### config.mk
export PLATFORM = sky130hd
export DESIGN_NAME = rf_wb_arbiter
export DESIGN_NICKNAME = d
export VERILOG_FILES = /design/src/rtl/rv32_pkg.sv /design/src/rtl/rf_scoreboard.sv /design/src/rtl/rf_wb_arbiter.sv
export SDC_FILE = /design/constraint.sdc
export NUM_CORES = 1
export LEC_CHECK = 0
export CELL_PAD_IN_SITES_DETAIL_PLACEMENT = 0
export CELL_PAD_IN_SITES_GLOBAL_PLACEMENT = 2
export CORE_MARGIN = 8
export CORE_UTILIZATION = 29
export CTS_BUF_LIST = sky130_fd_sc_hd__clkbuf_8
export CTS_CLUSTER_DIAMETER = 60
export DETAILED_ROUTE_END_ITERATION = 7
export GPL_TIMING_DRIVEN = 0
export PLACE_DENSITY = 0.92
export SLEW_MARGIN = 10
export SYNTH_ARGS = -nofsm -noshare
export SYNTH_HDL_FRONTEND = slang
export SYNTH_SLANG_ARGS = --single-unit
### constraint.sdc
create_clock -name clock -period 3 [get_ports clock]
set_clock_uncertainty 0.15 [all_clocks]
set_input_delay 0.6 -clock clock [delete_from_list [all_inputs] [get_ports clock]]
set_output_delay 0.6 -clock clock [all_outputs]
set_load 0.01 [all_outputs]
### src/rtl/rv32_pkg.sv
// Shared RV32 register-file constants and the writeback request bundle used by
// the writeback arbiter and its scoreboard.
package rv32_pkg;

  localparam int REG_ADDR_W = 5;
  localparam int XLEN       = 32;
  localparam int NUM_REGS   = 32;

  localparam logic [REG_ADDR_W-1:0] REG_ZERO = 5'd0;

  typedef struct packed {
    logic                  valid;
    logic [REG_ADDR_W-1:0] addr_rd;
    logic [XLEN-1:0]       data_rd;
  } wb_req_t;

endpackage

### src/rtl/rf_scoreboard.sv
// Per-register busy bits: set by decode reservations, cleared by register-file
// commits, with a newer reservation taking precedence over a same-cycle clear.
module rf_scoreboard
  import rv32_pkg::*;
(
  input  logic                  clock,
  input  logic                  reset_n,
  input  logic                  set_valid,
  input  logic [REG_ADDR_W-1:0] set_addr,
  input  logic                  clr_valid,
  input  logic [REG_ADDR_W-1:0] clr_addr,
  input  logic [REG_ADDR_W-1:0] query_rs1,
  input  logic [REG_ADDR_W-1:0] query_rs2,
  input  logic [REG_ADDR_W-1:0] query_rd,
  output logic                  busy_rs1,
  output logic                  busy_rs2,
  output logic                  busy_rd
);

  logic [NUM_REGS-1:0] busy_q;
  logic [NUM_REGS-1:0] busy_d;

  always_comb begin
    busy_d = busy_q;
    if (clr_valid) busy_d[clr_addr] = 1'b0;
    if (set_valid) busy_d[set_addr] = 1'b1;
    // x0 never holds a pending write
    busy_d[REG_ZERO] = 1'b0;
  end

  always_ff @(posedge clock) begin
    if (!reset_n) begin
      busy_q <= '0;
    end else begin
      busy_q <= busy_d;
    end
  end

  assign busy_rs1 = busy_q[query_rs1];
  assign busy_rs2 = busy_q[query_rs2];
  assign busy_rd  = busy_q[query_rd];

endmodule

### src/rtl/rf_wb_arbiter.sv
// Two-requester writeback arbiter (ALU over LSU) with a registered write port.
// Optional LSU anti-starvation is enabled by defining RF_WB_ARB_ANTISTARVE_EN.
module rf_wb_arbiter
  import rv32_pkg::*;
#(
  parameter int STARVE_LIMIT = 4,
  parameter int CNT_W        = 3
) (
  input  logic                  clock,
  input  logic                  reset_n,
  input  logic                  req0_valid,
  output logic                  req0_ready,
  input  logic [REG_ADDR_W-1:0] req0_addr_rd,
  input  logic [XLEN-1:0]       req0_data_rd,
  input  logic                  req1_valid,
  output logic                  req1_ready,
  input  logic [REG_ADDR_W-1:0] req1_addr_rd,
  input  logic [XLEN-1:0]       req1_data_rd,
  output logic                  rf_write_enable,
  output logic [REG_ADDR_W-1:0] rf_addr_rd,
  output logic [XLEN-1:0]       rf_data_rd,
  input  logic                  reserve_valid,
  input  logic [REG_ADDR_W-1:0] reserve_addr,
  input  logic [REG_ADDR_W-1:0] query_rs1,
  input  logic [REG_ADDR_W-1:0] query_rs2,
  output logic                  busy_rs1,
  output logic                  busy_rs2,
  output logic                  busy_rd
);

  if (CNT_W < $clog2(STARVE_LIMIT + 1)) begin : g_cnt_w_check
    $error("CNT_W too narrow to hold STARVE_LIMIT");
  end

  wb_req_t req0, req1, granted;
  logic    grant0, grant1, force1, xfer;

  assign req0 = '{valid: req0_valid, addr_rd: req0_addr_rd, data_rd: req0_data_rd};
  assign req1 = '{valid: req1_valid, addr_rd: req1_addr_rd, data_rd: req1_data_rd};

`ifdef RF_WB_ARB_ANTISTARVE_EN
  logic [CNT_W-1:0] starve_q;
  logic [CNT_W-1:0] starve_d;

  assign force1 = req1.valid && (starve_q == CNT_W'(STARVE_LIMIT));

  always_comb begin
    starve_d = starve_q;
    if (!req1.valid || grant1) begin
      starve_d = '0;
    end else if (starve_q != CNT_W'(STARVE_LIMIT)) begin
      starve_d = starve_q + 1'b1;
    end
  end

  always_ff @(posedge clock) begin
    if (!reset_n) begin
      starve_q <= '0;
    end else begin
      starve_q <= starve_d;
    end
  end
`else
  assign force1 = 1'b0;
`endif

  // Readies stay low during reset so nothing is accepted that would be lost
  assign grant0 = reset_n && req0.valid && !force1;
  assign grant1 = reset_n && req1.valid && !grant0;
  assign xfer   = grant0 || grant1;
  assign granted = grant0 ? req0 : req1;

  assign req0_ready = grant0;
  assign req1_ready = grant1;

  logic                  rf_we_q, rf_we_d;
  logic [REG_ADDR_W-1:0] rf_addr_q, rf_addr_d;
  logic [XLEN-1:0]       rf_data_q, rf_data_d;

  always_comb begin
    rf_we_d   = 1'b0;
    rf_addr_d = rf_addr_q;
    rf_data_d = rf_data_q;
    if (xfer) begin
      rf_we_d   = (granted.addr_rd != REG_ZERO);
      rf_addr_d = granted.addr_rd;
      rf_data_d = granted.data_rd;
    end
  end

  always_ff @(posedge clock) begin
    if (!reset_n) begin
      rf_we_q   <= 1'b0;
      rf_addr_q <= '0;
      rf_data_q <= '0;
    end else begin
      rf_we_q   <= rf_we_d;
      rf_addr_q <= rf_addr_d;
      rf_data_q <= rf_data_d;
    end
  end

  assign rf_write_enable = rf_we_q;
  assign rf_addr_rd      = rf_addr_q;
  assign rf_data_rd      = rf_data_q;

  rf_scoreboard u_scoreboard (
    .clock     (clock),
    .reset_n   (reset_n),
    .set_valid (reserve_valid && (reserve_addr != REG_ZERO)),
    .set_addr  (reserve_addr),
    .clr_valid (rf_we_q),
    .clr_addr  (rf_addr_q),
    .query_rs1 (query_rs1),
    .query_rs2 (query_rs2),
    .query_rd  (reserve_addr),
    .busy_rs1  (busy_rs1),
    .busy_rs2  (busy_rs2),
    .busy_rd   (busy_rd)
  );

endmodule
==> summary.md, run 1 <==
| Metric | Value |
|---|---|
| Run status | `complete, no violations` |
| Per-cell via count in the routed design | `5.08` |
| Leading register cell type out of synthesis | `sky130_fd_sc_hd__dfxtp_1` |
| Min-Delay Path Class | `register to register` |
| Synthesized cell area | `3980 um^2` |
| RR Endpoint | `u_scoreboard.busy_q[10]$_SDFF_PN0_` |
| Largest area contributor in the netlist | `sky130_fd_sc_hd__dfxtp_1` |
| Iteration-0 DRC count of the detailed router | `246` |
| Slowest cell on the critical path | `sky130_fd_sc_hd__mux4_2` |
| Number of max-cap violations | `0` |
| Worst R2R Start | `rf_addr_rd[3]$_SDFFE_PN0N_` |
| Final critical-path required period | `2920 ps` |
| Tot Pwr | `0.00213 W` |
| Nets in the synthesized netlist | `555` |
| CTS Buffer Depth | `2` |
| Synth unique cells | `35` |
| Initial antenna violation count | `0` |
| Type of origin of the critical path | `input pin` |
| Worst skew pair latency | `340 ps` |
| Last element of the critical path | `busy_rs2` |
| Final Slew Violations | `0` |
| Clock transition at path regs | `70 ps` |
| Sort of element at the end of the critical path | `output port` |
| Critical path class | `input pin to output port` |
| Area of the die | `17700 um^2` |
| Critical path origin | `query_rs2[0]` |
| Root buffer cell | `sky130_fd_sc_hd__clkbuf_8` |
| Count of TritonRoute iterations in the first routing pass | `5` |
| Top cell type's share of synthesized area | `0.347` |
| Leading cell type by number of instances after synthesis | `sky130_fd_sc_hd__nand2_1` |
| Width of the chip | `133 um` |
| Worst hold margin | `366 ps` |
| Crit path setup slack, layout | `79.3 ps` |
| Fraction of the yosys area taken by sequential cells | `0.347` |
| Dpl ws | `-609 ps` |
| First-pass GRT wire length | `22100 um` |
| Total of buffers placed on input and output ports | `130` |
| Core footprint | `13300 um^2` |
| Cell types with the highest counts after synthesis | `sky130_fd_sc_hd__nand2_1, sky130_fd_sc_hd__dfxtp_1, sky130_fd_sc_hd__o21ai_0` |
| DP Wirelength | `10800 um` |
| Max H-tree Level | `3` |
| FFs w/ async S/R, synth | `0` |
| Number of enable flip-flop cells after synthesis | `0` |
| Post-synthesis to final-layout area growth | `45.4%` |
| Number of nets in the final layout | `699` |
| Final-report hold violation count | `0` |
| Share of post-route cells with drive strength above 1 | `0.0920` |
| Mean routed wirelength per cell | `17.6 um` |
| Maximum number of pins on one net before global-route repair | `12` |
| R2R depth | `4` |
| Critical-path maximum fanout | `7` |
| Area taken by flip-flops and latches | `1380 um^2` |
| WP data required | `2250 ps` |
| FILL cells | `1363` |
| Unrepaired setup endpoints after global routing | `no` |
| Highest clock rate | `342 MHz` |
| Slowest Stage Delay on Critical Path | `520 ps` |
| Initial cell density of the core | `0.299` |
| Area of placed instances | `5500 um^2` |
| Total routing usage reported by global routing | `0.155` |
| CTS hold repair buffers | `0` |
| Residual DRC | `0` |
| Total number of clock tree sinks | `69` |
| Synth warn | `0` |
| Vias | `3986` |
| Number of global-route vias before repair | `4281` |
| Reg-to-reg setup timing slack | `1400 ps` |
| Height of the die | `133 um` |
| Num CTS Buffers | `9` |
| Post-layout util | `0.435` |
| GRT Residual Overflow | `0` |
| Leakage | `2.25 nW` |
| Clock tree from TritonCTS | `built` |
| Multi-input combinational cell area | `2510 um^2` |
| I/O Pins | `137` |
| Power Dens Cells | `369 nW/um^2` |
| Final setup vio count | `0` |
| Max-slew headroom at the worst pin | `0.495` |
| Standard-cell row count | `42` |
| Antenna Violating Nets Remaining | `0` |
| Average footprint of a synthesized cell | `8.63 um^2` |
| Diodes inserted | `0` |
| Ordered cell list for the critical path | `clkbuf_4, mux4_2, nand2b_1, o211ai_1, nand4_1, clkdlybuf4s50_1` |
| Routed wire length | `13800 um` |
| Signal arrival time at the worst endpoint | `2170 ps` |
| Most area-consuming cells after synthesis | `sky130_fd_sc_hd__dfxtp_1, sky130_fd_sc_hd__mux2i_1, sky130_fd_sc_hd__o21ai_0` |
| Final RePlAce weighted congestion | `0.801` |
| Flop and latch count out of synthesis | `69` |
| Period utilisation layout | `0.974` |
| Worst Tran Pin Value | `755 ps` |
| Gate count of the mapped netlist | `461` |
| Final Cell Area | `5780 um^2` |
| Peak ir drop on the vdd network | `171 uV` |
## repair_timing
action                     in CTS  in global routing
setup buffers                   2                  0
gates cloned                    1                  0
resized for setup              28                 17
setup endpoints to repair       4                  4
## power by group
group / internal (W) / switching [W] / total (W)
Sequential: 0.000955 / 0.0000280 / 0.000983
Combinational: 0.000274 / 0.000211 / 0.000484
Clock: 0.000312 / 0.000351 / 0.000663
Total: 0.00154 / 0.000590 / 0.00213
## sequential cells by signal (all words and copies together), names as in the netlist
signal	cells
u_scoreboard.busy_q	31
rf_data_rd	32
rf_write_enable	1
rf_addr_rd	5
## worst max-delay path: cells and delay by family
family	cells	cell delay, ps
AOI/OAI and AO/OA	1	100
buffers and inverters	2	670
muxes	1	520
and+or+nand+nor	2	270
## cell families after synthesis
group,after synthesis,synth area share
simple gates,166,0.209
flops,69,0.347
buf+inv,35,0.0396
compound gates,121,0.182
mux,70,0.222
## layout make-up
class	count	share of cell area
clock buffer	10	0.0238
timing repair buffer	133	0.228
inverter	3	0.00195
buffer	32	0.0301
tap	176	0.0381
clock inverter	5	0.00476
sequential	69	0.239
multi-input combinational	357	0.434
## stage by stage
step,std cells,TNS (ps)
final,785,0
after global routing,785,0
after CTS,785,0
after detailed placement,767,-1230
after global placement,767,-1240
after floorplan,461,0
## cell usage in the layout, fill, tap and decap left out, types with 2 or more instances in the layout
cell type                         Yosys  final
sky130_fd_sc_hd__clkbuf_8             0     10
sky130_fd_sc_hd__nand2b_1             4      4
sky130_fd_sc_hd__mux2i_2              0      4
sky130_fd_sc_hd__and2_1              37     37
sky130_fd_sc_hd__inv_1                3      3
sky130_fd_sc_hd__mux2i_1             57     53
sky130_fd_sc_hd__clkbuf_2             0      3
sky130_fd_sc_hd__or4_1                2      2
sky130_fd_sc_hd__clkbuf_4             0      2
sky130_fd_sc_hd__a21boi_0            30     30
sky130_fd_sc_hd__clkbuf_1            18     15
sky130_fd_sc_hd__dlymetal6s2s_1       0      4
sky130_fd_sc_hd__mux4_2               8      8
sky130_fd_sc_hd__clkdlybuf4s50_1      0    118
sky130_fd_sc_hd__a22oi_1              8      5
sky130_fd_sc_hd__dlygate4sd2_1        0      6
sky130_fd_sc_hd__a22oi_2              0      3
sky130_fd_sc_hd__and3_1               2      2
sky130_fd_sc_hd__buf_6                1      4
sky130_fd_sc_hd__nor3b_4              0      3
sky130_fd_sc_hd__and3b_1              2      2
sky130_fd_sc_hd__nand2_1             78     78
sky130_fd_sc_hd__nor2b_1              4      4
sky130_fd_sc_hd__clkinv_2             0      4
sky130_fd_sc_hd__a21oi_1              6      6
sky130_fd_sc_hd__nand4_1              3      3
sky130_fd_sc_hd__o21ai_0             69     69
sky130_fd_sc_hd__o211ai_1             2      2
sky130_fd_sc_hd__buf_1                2      2
sky130_fd_sc_hd__nand3_1             10     10
sky130_fd_sc_hd__nor2_1              11     11
sky130_fd_sc_hd__mux4_1               5      5
sky130_fd_sc_hd__o2111ai_1            3      3
sky130_fd_sc_hd__dfxtp_1             69     69
sky130_fd_sc_hd__buf_4                2      4
sky130_fd_sc_hd__nand3b_1             5      5
sky130_fd_sc_hd__buf_2                9      6
## metal layers
layer | wire length, um | global-route usage | vias to the layer above
met3 | 1580 | 0.0733 | 16
met1 | 6020 | 0.185 | 1865
li1 | - | - | 1929
met5 | 0 | 0 | -
met2 | 6000 | 0.239 | 176
met4 | 222 | 0.0530 | 0
## worst min-delay path by stage
stage	startpoint	end	cells past startpoint
finish	u_scoreboard.busy_q[17]$_SDFF_PN0_	u_scoreboard.busy_q[17]$_SDFF_PN0_	2
global route	u_scoreboard.busy_q[18]$_SDFF_PN0_	u_scoreboard.busy_q[18]$_SDFF_PN0_	2
CTS	u_scoreboard.busy_q[17]$_SDFF_PN0_	u_scoreboard.busy_q[17]$_SDFF_PN0_	2
detailed placement	u_scoreboard.busy_q[17]$_SDFF_PN0_	u_scoreboard.busy_q[17]$_SDFF_PN0_	2
global placement	u_scoreboard.busy_q[18]$_SDFF_PN0_	u_scoreboard.busy_q[18]$_SDFF_PN0_	2
floorplan	u_scoreboard.busy_q[18]$_SDFF_PN0_	u_scoreboard.busy_q[18]$_SDFF_PN0_	2
Power figures use the tool's default switching activity.
==> run 2, diff against run 1 <==
CTS_CLUSTER_SIZE = 16   (was default)
MAX_ROUTING_LAYER = met4   (was default)
==> run 2 against run 1 <==
  * Highest routed layer unchanged
  * Combinational power hardly changed
  * Sequential cell count unchanged
  * Worst hold slack better by 2.4 ps
  * Largest cell class unchanged
  * Die area is the same
  * Largest power group unchanged
  * Non-clock buffer count stayed put
  * Register-to-register slack about the same
  * Sequential share of layout area did not move
  * Sequential power about the same
  * Critical path type unchanged
  * Setup slack got worse by 2.2 ps
  * Clock-buffer cell count unchanged
==> summary.md, run 2 (same netlist as run 1, synthesis figures left out) <==
| Metric | Value |
|---|---|
| Share of post-route cells with drive strength above 1 | `0.0920 (unchanged)` |
| Post-synthesis to final-layout area growth | `45.4% (unchanged)` |
| Min-Delay Path Depth | `2 (unchanged)` |
| Power Dens Cells | `369 nW/um^2 (about the same)` |
| Min-Delay Path Class | `register to register (unchanged)` |
| First-pass GRT wire length | `22000 um (was 22100 um)` |
| GRT Residual Overflow | `0 (unchanged)` |
| Most common cell after layout, fill and taps aside | `sky130_fd_sc_hd__clkdlybuf4s50_1 (unchanged)` |
| Final instance count without filler cells | `785 (unchanged)` |
| Number of global-route vias before repair | `4301 (was 4281)` |
| Critical-path maximum fanout | `7 (unchanged)` |
| Number of max-cap violations | `0 (unchanged)` |
| Core footprint | `13300 um^2 (unchanged)` |
| Max H-tree Level | `3 (unchanged)` |
| Sort of element at the end of the critical path | `output port (unchanged)` |
| Final-report hold violation count | `0 (unchanged)` |
| Ordered cell list for the critical path | `clkbuf_4, mux4_2, nand2b_1, o211ai_1, nand4_1, clkdlybuf4s50_1 (unchanged)` |
| Diodes inserted | `0 (unchanged)` |
| WP data required | `2250 ps (about the same)` |
| Peak ir drop on the vdd network | `171 uV (about the same)` |
| Iteration-0 DRC count of the detailed router | `251 (was 246)` |
| Dpl ws | `-609 ps (unchanged)` |
| Height of the die | `133 um (unchanged)` |
| Standard-cell row count | `42 (unchanged)` |
| Highest clock rate | `342 MHz (about the same)` |
| Residual DRC | `0 (unchanged)` |
| Worst Tran Pin Value | `747 ps (was 755 ps)` |
| Clock transition at path regs | `70 ps (about the same)` |
| Signal arrival time at the worst endpoint | `2170 ps (about the same)` |
| Total routing usage reported by global routing | `0.159 (was 0.155)` |
| Unrepaired setup endpoints after global routing | `no (unchanged)` |
| Total number of clock tree sinks | `69 (unchanged)` |
| Worst R2R Start | `rf_addr_rd[3]$_SDFFE_PN0N_ (unchanged)` |
| CTS Buffer Depth | `2 (unchanged)` |
| Antenna Violating Nets Remaining | `0 (unchanged)` |
| Reg-to-reg setup timing slack | `1410 ps (was 1400 ps)` |
| Final critical-path required period | `2920 ps (about the same)` |
| Placed instance count | `767 (unchanged)` |
| Mean routed wirelength per cell | `17.7 um (was 17.6 um)` |
| Maximum number of pins on one net before global-route repair | `12 (unchanged)` |
| Final Slew Violations | `0 (unchanged)` |
| Num CTS Buffers | `9 (unchanged)` |
| Startpoint of the tightest hold check path | `u_scoreboard.busy_q[17]$_SDFF_PN0_ (unchanged)` |
| Max-slew headroom at the worst pin | `0.500 (was 0.495)` |
| Worst hold margin | `368 ps (was 366 ps)` |
| Number of nets in the final layout | `699 (unchanged)` |
| Run status | `complete, no violations (unchanged)` |
| Routed wire length | `13900 um (was 13800 um)` |
| Area of the die | `17700 um^2 (unchanged)` |
| Root buffer cell | `sky130_fd_sc_hd__clkbuf_8 (unchanged)` |
| Count of TritonRoute iterations in the first routing pass | `5 (unchanged)` |
| Worst skew pair latency | `340 ps (about the same)` |
| DP Wirelength | `10800 um (unchanged)` |
| Slowest cell on the critical path | `sky130_fd_sc_hd__mux4_2 (unchanged)` |
| Slowest Stage Delay on Critical Path | `520 ps (about the same)` |
| Period utilisation layout | `0.974 (about the same)` |
| Most used cells in the layout excluding fill and tap cells | `sky130_fd_sc_hd__clkdlybuf4s50_1, sky130_fd_sc_hd__nand2_1, sky130_fd_sc_hd__o21ai_0, sky130_fd_sc_hd__dfxtp_1, sky130_fd_sc_hd__mux2i_1 (unchanged)` |
| CTS hold repair buffers | `0 (unchanged)` |
| FILL cells | `1363 (unchanged)` |
| Clock tree from TritonCTS | `built (unchanged)` |
| Crit path setup slack, layout | `77.1 ps (was 79.3 ps)` |
| I/O Pins | `137 (unchanged)` |
| Worst hold path endpoint | `u_scoreboard.busy_q[17]$_SDFF_PN0_ (unchanged)` |
| R2R depth | `4 (unchanged)` |
| Initial cell density of the core | `0.299 (unchanged)` |
| Cell family with the largest share of critical-path delay | `buffers and inverters (unchanged)` |
| Final RePlAce weighted congestion | `0.812 (was 0.801)` |
| Total of buffers placed on input and output ports | `130 (unchanged)` |
| RR Endpoint | `u_scoreboard.busy_q[8]$_SDFF_PN0_ (was u_scoreboard.busy_q[10]$_SDFF_PN0_)` |
| Width of the chip | `133 um (unchanged)` |
| Max FFs per register | `32 (unchanged)` |
| Count of buffer and inverter cells on the critical path | `2 (unchanged)` |
| Leakage | `2.25 nW (unchanged)` |
| Vias | `3997 (was 3986)` |
| Per-cell via count in the routed design | `5.09 (was 5.08)` |
| Initial antenna violation count | `0 (unchanged)` |
| Type of origin of the critical path | `input pin (unchanged)` |
| Critical path class | `input pin to output port (unchanged)` |
| Final setup vio count | `0 (unchanged)` |
## run 2: cell counts in the layout (fill, tap and decap cells not counted)
Identical to the previous run, type by type.
## run 2: repair_timing
| action | CTS | global route |
|---|---|---|
| gates resized for setup | 28 | 17 |
| buffers inserted | 2 | 0 |
| setup endpoints to repair | 4 | 4 |
| gates cloned | 1 | 0 |
## run 2: final cells by class
class,instances,area (um^2),share of cell area
clock buffer,10,138,0.0238
sequential,69,1380,0.239
multi-input combinational,357,2510,0.434
tap,176,220,0.0381
timing repair buffer,133,1320,0.228
clock inverter,5,27.5,0.00476
buffer,32,174,0.0301
inverter,3,11.3,0.00195
## run 2: worst max path at each step
stage	start	end	slack [ps]	cells after the start
global route	query_rs2[0]	busy_rs2	20	6
global placement	reserve_addr[0]	busy_rd	-600	6
CTS	reserve_addr[3]	busy_rd	0.4	5
detailed placement	reserve_addr[0]	busy_rd	-610	6
finish	query_rs2[0]	busy_rs2	80	6
floorplan	query_rs1[0]	busy_rs1	600	5
## run 2: where the power goes
group	switching [W]	internal [W]	leakage, nW	total [W]
Combinational	0.000211	0.000274	1.59	0.000485
Clock	0.000354	0.000312	0.0877	0.000666
Sequential	0.0000281	0.000955	0.565	0.000983
## run 2: stage by stage
step	TNS [ps]	utilization	instance area, um^2	power (W)
2_1_floorplan	0	-	3980	0.00121
3_3_place_gp	-1240	0.414	5500	0.00148
3_5_place_dp	-1230	0.414	5500	0.00148
4_1_cts	0	0.431	5730	0.00215
5_1_grt	0	0.435	5780	0.00224
6_report	0	0.435	5780	0.00213
## run 2: worst reg2reg max path, stage by stage (launching register included)
cell and delay, ps:
sky130_fd_sc_hd__dfxtp_1 330, sky130_fd_sc_hd__clkbuf_1 290, sky130_fd_sc_hd__or3b_1 440, sky130_fd_sc_hd__o21ai_0 170
sky130_fd_sc_hd__a21boi_0 100
## run 2: per-layer routing
| metal | share of wire | routed length [um] | track usage |
|---|---|---|---|
| met1 | 0.45 | 6300 | 0.193 |
| met3 | 0.096 | 1330 | 0.0571 |
| met4 | 0.016 | 218 | 0.0530 |
| met2 | 0.43 | 6010 | 0.241 |
| met5 | 0 | 0 | - |
